--- config.mk ---
export PLATFORM = sky130hd
export DESIGN_NAME = exec_ctrl
export DESIGN_NICKNAME = d
export VERILOG_FILES = /design/src/rtl/exec_ctrl.sv
export SDC_FILE = /design/constraint.sdc
export NUM_CORES = 1
export LEC_CHECK = 0
export ABC_AREA = 1
export CAP_MARGIN = 25
export CORE_MARGIN = 2
export CORE_UTILIZATION = 35
export CTS_CLUSTER_SIZE = 20
export DETAILED_ROUTE_END_ITERATION = 16
export DONT_BUFFER_PORTS = 1
export PLACE_DENSITY_LB_ADDON = 0.3
export SYNTH_ARGS = -nofsm -noshare
export SYNTH_HDL_FRONTEND = slang
export SYNTH_SLANG_ARGS = --single-unit
--- constraint.sdc ---
create_clock -name clk -period 1.55 [get_ports clk]
set_input_delay 0.2325 -clock clk [delete_from_list [all_inputs] [get_ports clk]]
set_output_delay 0.2325 -clock clk [all_outputs]
set_load 0.01 [all_outputs]
--- src/rtl/exec_ctrl.sv ---
// Multi-cycle fetch/decode/execute sequencer for the 8-bit core.
// Optional fetch watchdog enabled by defining CTRL_TIMEOUT_EN.
module exec_ctrl #(
  parameter int unsigned FETCH_TIMEOUT = 15
) (
  input  logic        clk,
  input  logic        rst,
  input  logic        start_i,
  input  logic [7:0]  start_addr_i,
  output logic        busy_o,
  output logic        halted_o,
  output logic        retired_o,
  output logic [7:0]  pc_o,
  output logic        imem_req_o,
  output logic [7:0]  imem_addr_o,
  input  logic        imem_ack_i,
  input  logic [15:0] imem_data_i,
  output logic [2:0]  rf_src1_o,
  output logic [2:0]  rf_src2_o,
  output logic [2:0]  rf_dst_o,
  output logic        rf_we_o,
  output logic [7:0]  rf_wdata_o,
  input  logic [7:0]  rf_data1_i,
  input  logic [7:0]  rf_data2_i,
  output logic [3:0]  alu_op_o,
  output logic [7:0]  alu_in1_o,
  output logic [7:0]  alu_in2_o,
  input  logic [7:0]  alu_result_i,
  input  logic        alu_branch_i,
  output logic        fault_o
);

`ifdef CTRL_TIMEOUT_EN
  localparam logic TO_EN = 1'b1;
`else
  localparam logic TO_EN = 1'b0;
`endif

  typedef enum logic [2:0] {
    S_IDLE, S_FETCH, S_DECODE, S_READ, S_EXEC, S_WB, S_HALT
  } state_t;

  state_t      state_q;
  logic [7:0]  pc_q;
  logic [15:0] instr_q;
  logic        busy_q, halted_q, retired_q, req_q, we_q, branch_q, fault_q;
  logic [2:0]  src1_q, src2_q, dst_q;
  logic [7:0]  wdata_q, in1_q, in2_q, cnt_q;
  logic [3:0]  aluop_q;

  logic [3:0] op;
  logic       is_alu, is_br, is_incdec, is_halt;

  always_comb begin
    op        = instr_q[15:12];
    is_alu    = (op <= 4'd5);
    is_br     = (op == 4'd6) || (op == 4'd7) || (op == 4'd8);
    is_incdec = (op == 4'd4) || (op == 4'd5);
    is_halt   = (op == 4'd15);
  end

  // Every output is a register loaded on entry to the state that owns it.
  always_ff @(posedge clk) begin
    if (rst) begin
      state_q   <= S_IDLE;
      pc_q      <= '0;
      instr_q   <= '0;
      busy_q    <= 1'b0;
      halted_q  <= 1'b0;
      retired_q <= 1'b0;
      req_q     <= 1'b0;
      we_q      <= 1'b0;
      branch_q  <= 1'b0;
      fault_q   <= 1'b0;
      src1_q    <= '0;
      src2_q    <= '0;
      dst_q     <= '0;
      wdata_q   <= '0;
      in1_q     <= '0;
      in2_q     <= '0;
      aluop_q   <= '0;
      cnt_q     <= '0;
    end else begin
      retired_q <= 1'b0;
      we_q      <= 1'b0;
      case (state_q)
        S_IDLE, S_HALT: begin
          if (start_i) begin
            pc_q     <= start_addr_i;
            state_q  <= S_FETCH;
            req_q    <= 1'b1;
            busy_q   <= 1'b1;
            halted_q <= 1'b0;
            fault_q  <= 1'b0;
            cnt_q    <= '0;
          end
        end
        S_FETCH: begin
          if (imem_ack_i) begin
            instr_q <= imem_data_i;
            src1_q  <= imem_data_i[11:9];
            src2_q  <= imem_data_i[8:6];
            req_q   <= 1'b0;
            state_q <= S_DECODE;
          end else if (TO_EN && cnt_q == 8'(FETCH_TIMEOUT - 1)) begin
            state_q  <= S_HALT;
            req_q    <= 1'b0;
            busy_q   <= 1'b0;
            halted_q <= 1'b1;
            fault_q  <= 1'b1;
          end else begin
            cnt_q <= cnt_q + 8'd1;
          end
        end
        S_DECODE: state_q <= S_READ;
        S_READ: begin
          aluop_q <= op;
          in1_q   <= rf_data1_i;
          in2_q   <= is_incdec ? '0 : rf_data2_i;
          state_q <= S_EXEC;
        end
        S_EXEC: begin
          branch_q <= alu_branch_i;
          if (is_alu) begin
            we_q    <= 1'b1;
            dst_q   <= instr_q[5:3];
            wdata_q <= alu_result_i;
          end
          retired_q <= !is_halt;
          state_q   <= S_WB;
        end
        S_WB: begin
          if (is_halt) begin
            state_q  <= S_HALT;
            busy_q   <= 1'b0;
            halted_q <= 1'b1;
          end else begin
            pc_q    <= (is_br && branch_q) ? {2'b00, instr_q[5:0]} : pc_q + 8'd1;
            state_q <= S_FETCH;
            req_q   <= 1'b1;
            cnt_q   <= '0;
          end
        end
        default: state_q <= S_IDLE;
      endcase
    end
  end

  assign busy_o      = busy_q;
  assign halted_o    = halted_q;
  assign retired_o   = retired_q;
  assign pc_o        = pc_q;
  assign imem_req_o  = req_q;
  assign imem_addr_o = pc_q;
  assign rf_src1_o   = src1_q;
  assign rf_src2_o   = src2_q;
  assign rf_dst_o    = dst_q;
  assign rf_we_o     = we_q;
  assign rf_wdata_o  = wdata_q;
  assign alu_op_o    = aluop_q;
  assign alu_in1_o   = in1_q;
  assign alu_in2_o   = in2_q;
  assign fault_o     = TO_EN & fault_q;

endmodule
==> reports/summary.txt <==
PLACED DESIGN
--------------------------------------------------------------------------------------
Buffers on Ports                                                                     0
Weighted congestion at the end of routability-driven global placement            0.888
HPWL after DPL                                                                 4.78 mm
Number of placed instances with taps included                                      474
Total placed instance area                                                    2840 µm²
Post-placement worst setup slack                                             0.0349 ns

STA
--------------------------------------------------------------------------------------
Minimum clock period                                                           1.40 ns
Final Hold Violating Endpoints                                                       0
Worst Clk Skew                                                              0.00797 ns
Aggregate negative setup slack                                                    0 ns
Fraction of the cycle the final worst path needs                                 0.904
Final setup viols                                                                    0
Total count of max-transition violations in the final report                         0
RSZ-0062 raised after global routing                                                no
Upper clock frequency limit                                                  0.713 GHz
Final worst setup slack                                                       0.148 ns

WORST SETUP PATH
--------------------------------------------------------------------------------------
Maximum fanout count along the critical path                                         6
Critical path launch point type                                               register
Required time reported for the critical path endpoint                          1.83 ns
Crit path DAT                                                                  1.68 ns
Worst setup EP type                                                           register
Worst Path Class, Setup                                                   register to register

YOSYS
--------------------------------------------------------------------------------------
Synthesized instance count                                                         388
Net Count, Synth                                                                   442
Share of synthesized area occupied by flip-flops and latches                     0.459
Synthesis-stage register bit count                                                  64
Synth warnings                                                                       0
Syn avg cell area                                                             7.19 µm²
Number of unique standard cell types used by synthesis                              29
Synth Cell Area                                                               2790 µm²

CLOCK NETWORK
--------------------------------------------------------------------------------------
Max Root-Sink Buffers                                                                2
Skew-Pair Late Insertion Delay                                                 0.34 ns
CTS tree                                                                          done
CTS Buf Count                                                                        9
# Post-CTS Setup Buffers                                                             0
Root cell of the clock tree                                                   clkbuf_8
Num Clock Sinks                                                                     64
H-tree levels                                                                        3
Clock slew at the register clock pins of the worst setup and hold paths        0.07 ns

ROUTING
--------------------------------------------------------------------------------------
DRC                                                                                  0
Detailed-routing iteration count for the pre-antenna-repair pass                     4
Antenna-violating nets left                                                          0
DR iter-0 viols                                                                     79
Total number of vias                                                              2404
Detail-routed net length per standard cell                                     14.0 µm
Via/cell ratio                                                                    4.89
Total detailed-routing wirelength                                              6.89 mm

GLOBAL ROUTE
--------------------------------------------------------------------------------------
Number of global-route vias before repair                                         2466
Antenna violations before repair                                                     0
Wire length of the first global-routing pass                                   11.3 mm
Total GRT Usage                                                                  0.165
Remaining global-route overflow                                                      0
Largest net degree at the start of global routing                                   30

DIE
--------------------------------------------------------------------------------------
Ports                                                                              112
DIE HEIGHT                                                                     93.3 µm
Number of placement rows                                                            32
Area of the die                                                               8700 µm²
Initial Util                                                                     0.361
Placeable core region                                                         7730 µm²
Horizontal die dimension                                                       93.3 µm

FINISH
--------------------------------------------------------------------------------------
Number of nets at the end of the flow                                              439
Core Util, Final                                                                 0.404
Share of layout cells above drive strength 1                                     0.149
Leading cell type in the layout, fill and taps excluded                         nor2_1
Most frequent cells in the layout                                         nor2_1 (101), dfxtp_1 (60), o21ai_0 (57)
Number of non-filler instances in the completed layout                             492
Synth-to-layout area growth                                                      12.0%
ANT cells                                                                            0
Post-route standard cell area excluding fillers                               3130 µm²

MIN PATH
--------------------------------------------------------------------------------------
Hold crit path type                                                       input port to register

PWR
--------------------------------------------------------------------------------------
Peak supply drop                                                              0.757 mV
Areal power density over the cells                                         1500 nW/µm²
Leakage dissipation                                                            1.31 nW

JOB
--------------------------------------------------------------------------------------
Maximum Capacitance Violations                                                       0

STATUS
--------------------------------------------------------------------------------------
Run status                                                                   completed

## routing by layer
metal,GRT usage,part of all wire,routed length (µm),up-vias
met5,0,0,0,-
met4,0.0809,0.027,183,0
met3,0.0701,0.091,628,15
met2,0.267,0.44,3040,95
met1,0.187,0.44,3030,1065
li1,-,-,-,1229
## final cells by class
| class | instances | area [µm²] |
|---|---|---|
| clock inverter | 6 | 115 |
| inverter | 27 | 101 |
| clock buffer | 10 | 138 |
| multi-input combinational | 268 | 1240 |
| tap | 102 | 128 |
| sequential | 64 | 1290 |
| fill | 822 | 4600 |
| timing repair buffer | 15 | 115 |
## kinds of logic (layout without fill, tap and decap cells)
| family | count (synthesis) | after routing | synth area share |
|---|---|---|---|
| compound gates | 89 | 89 | 0.164 |
| xor+xnor | 1 | 1 | 0.00314 |
| fa+ha+maj | 1 | 1 | 0.00448 |
| buf+inv | 57 | 58 | 0.102 |
| flops | 64 | 64 | 0.459 |
| other cells | 1 | 1 | 0.00134 |
| simple gates | 175 | 176 | 0.266 |
## power by group
| part | leakage (nW) | switching, W | internal [W] | total [W] |
|---|---|---|---|---|
| registers | 0.523 | 0.000226 | 0.00185 | 0.00207 |
| clock network | 0.123 | 0.000677 | 0.00112 | 0.00180 |
| logic | 0.664 | 0.000534 | 0.000292 | 0.000826 |
| total | 1.31 | 0.00144 | 0.00326 | 0.00469 |
## cells in the mapped netlist
| library cell | count | area [µm²] |
|---|---|---|
| a21boi_2 | 1 | 11.3 |
| clkbuf_2 | 1 | 5.00 |
| o21ai_1 | 6 | 30.0 |
| a21oi_1 | 23 | 115 |
| conb_1 | 1 | 3.75 |
| a211oi_1 | 1 | 7.51 |
| nor2_1 | 102 | 383 |
| nor2_2 | 2 | 12.5 |
| buf_2 | 5 | 25.0 |
| nor2_4 | 3 | 33.8 |
| nand3_1 | 12 | 60.1 |
| nand4_1 | 4 | 25.0 |
| xor2_1 | 1 | 8.76 |
| nand2_2 | 6 | 37.5 |
| inv_2 | 4 | 15.0 |
| clkbuf_1 | 7 | 26.3 |
| inv_1 | 23 | 86.3 |
| ha_1 | 1 | 12.5 |
| nor3_1 | 1 | 5.00 |
| nand2_1 | 40 | 150 |
| nand3_2 | 1 | 10.0 |
| or2_0 | 1 | 6.26 |
| dfxtp_1 | 64 | 1280 |
| buf_6 | 1 | 11.3 |
| o21ai_0 | 57 | 285 |
| o21a_1 | 1 | 7.51 |
| or2_2 | 3 | 18.8 |
| buf_4 | 15 | 113 |
| buf_1 | 1 | 3.75 |
## stage by stage
step	total power, W	hold WS (ns)
global route	0.00498	0.0113
CTS	0.00472	0.00858
floorplan	0.00278	0.367
detailed placement	0.00290	0.308
finish	0.00469	0.0242
global placement	0.00287	0.306
## timing repair
item,4_1_cts,5_1_grt
gates resized for setup,0,9
endpoints found under the setup margin,0,22
hold endpoints to repair,7,0
hold buffers,1,0
## sequential cells by signal, summed over array words and instances (netlist names)
signal,count
instr_q,16
alu_in1_o,8
alu_in2_o,8
imem_addr_o,8
rf_wdata_o,8
alu_op_o,4
rf_dst_o,3
state_q,3
branch_q,1
busy_o,1
halted_o,1
imem_req_o,1
retired_o,1
rf_we_o,1
## critical path, stage by stage, from the launching register on
cell and delay, ns:
dfxtp_2 0.37, inv_2 0.06, nand2_1 0.11, nand3_2 0.11, nand2_2 0.09, nand2_2 0.09
nor2_2 0.30, o21ai_1 0.09, nor2_1 0.12
## worst paths after layout
path | startpoint | cells after the start | to | slack, ns
worst max-delay path | state_q[2]$_SDFFE_PP0P_ | 8 | imem_addr_o[2]$_SDFFE_PP0P_ | 0.15
worst min-delay path | imem_data_i[0] | 2 | instr_q[0]$_SDFFE_PP0P_ | 0.02
worst max register to register | state_q[2]$_SDFFE_PP0P_ | 8 | imem_addr_o[2]$_SDFFE_PP0P_ | 0.15
worst min register to register | instr_q[12]$_SDFFE_PP0P_ | 2 | instr_q[12]$_SDFFE_PP0P_ | 0.51
(Power assumes the default switching activity.)
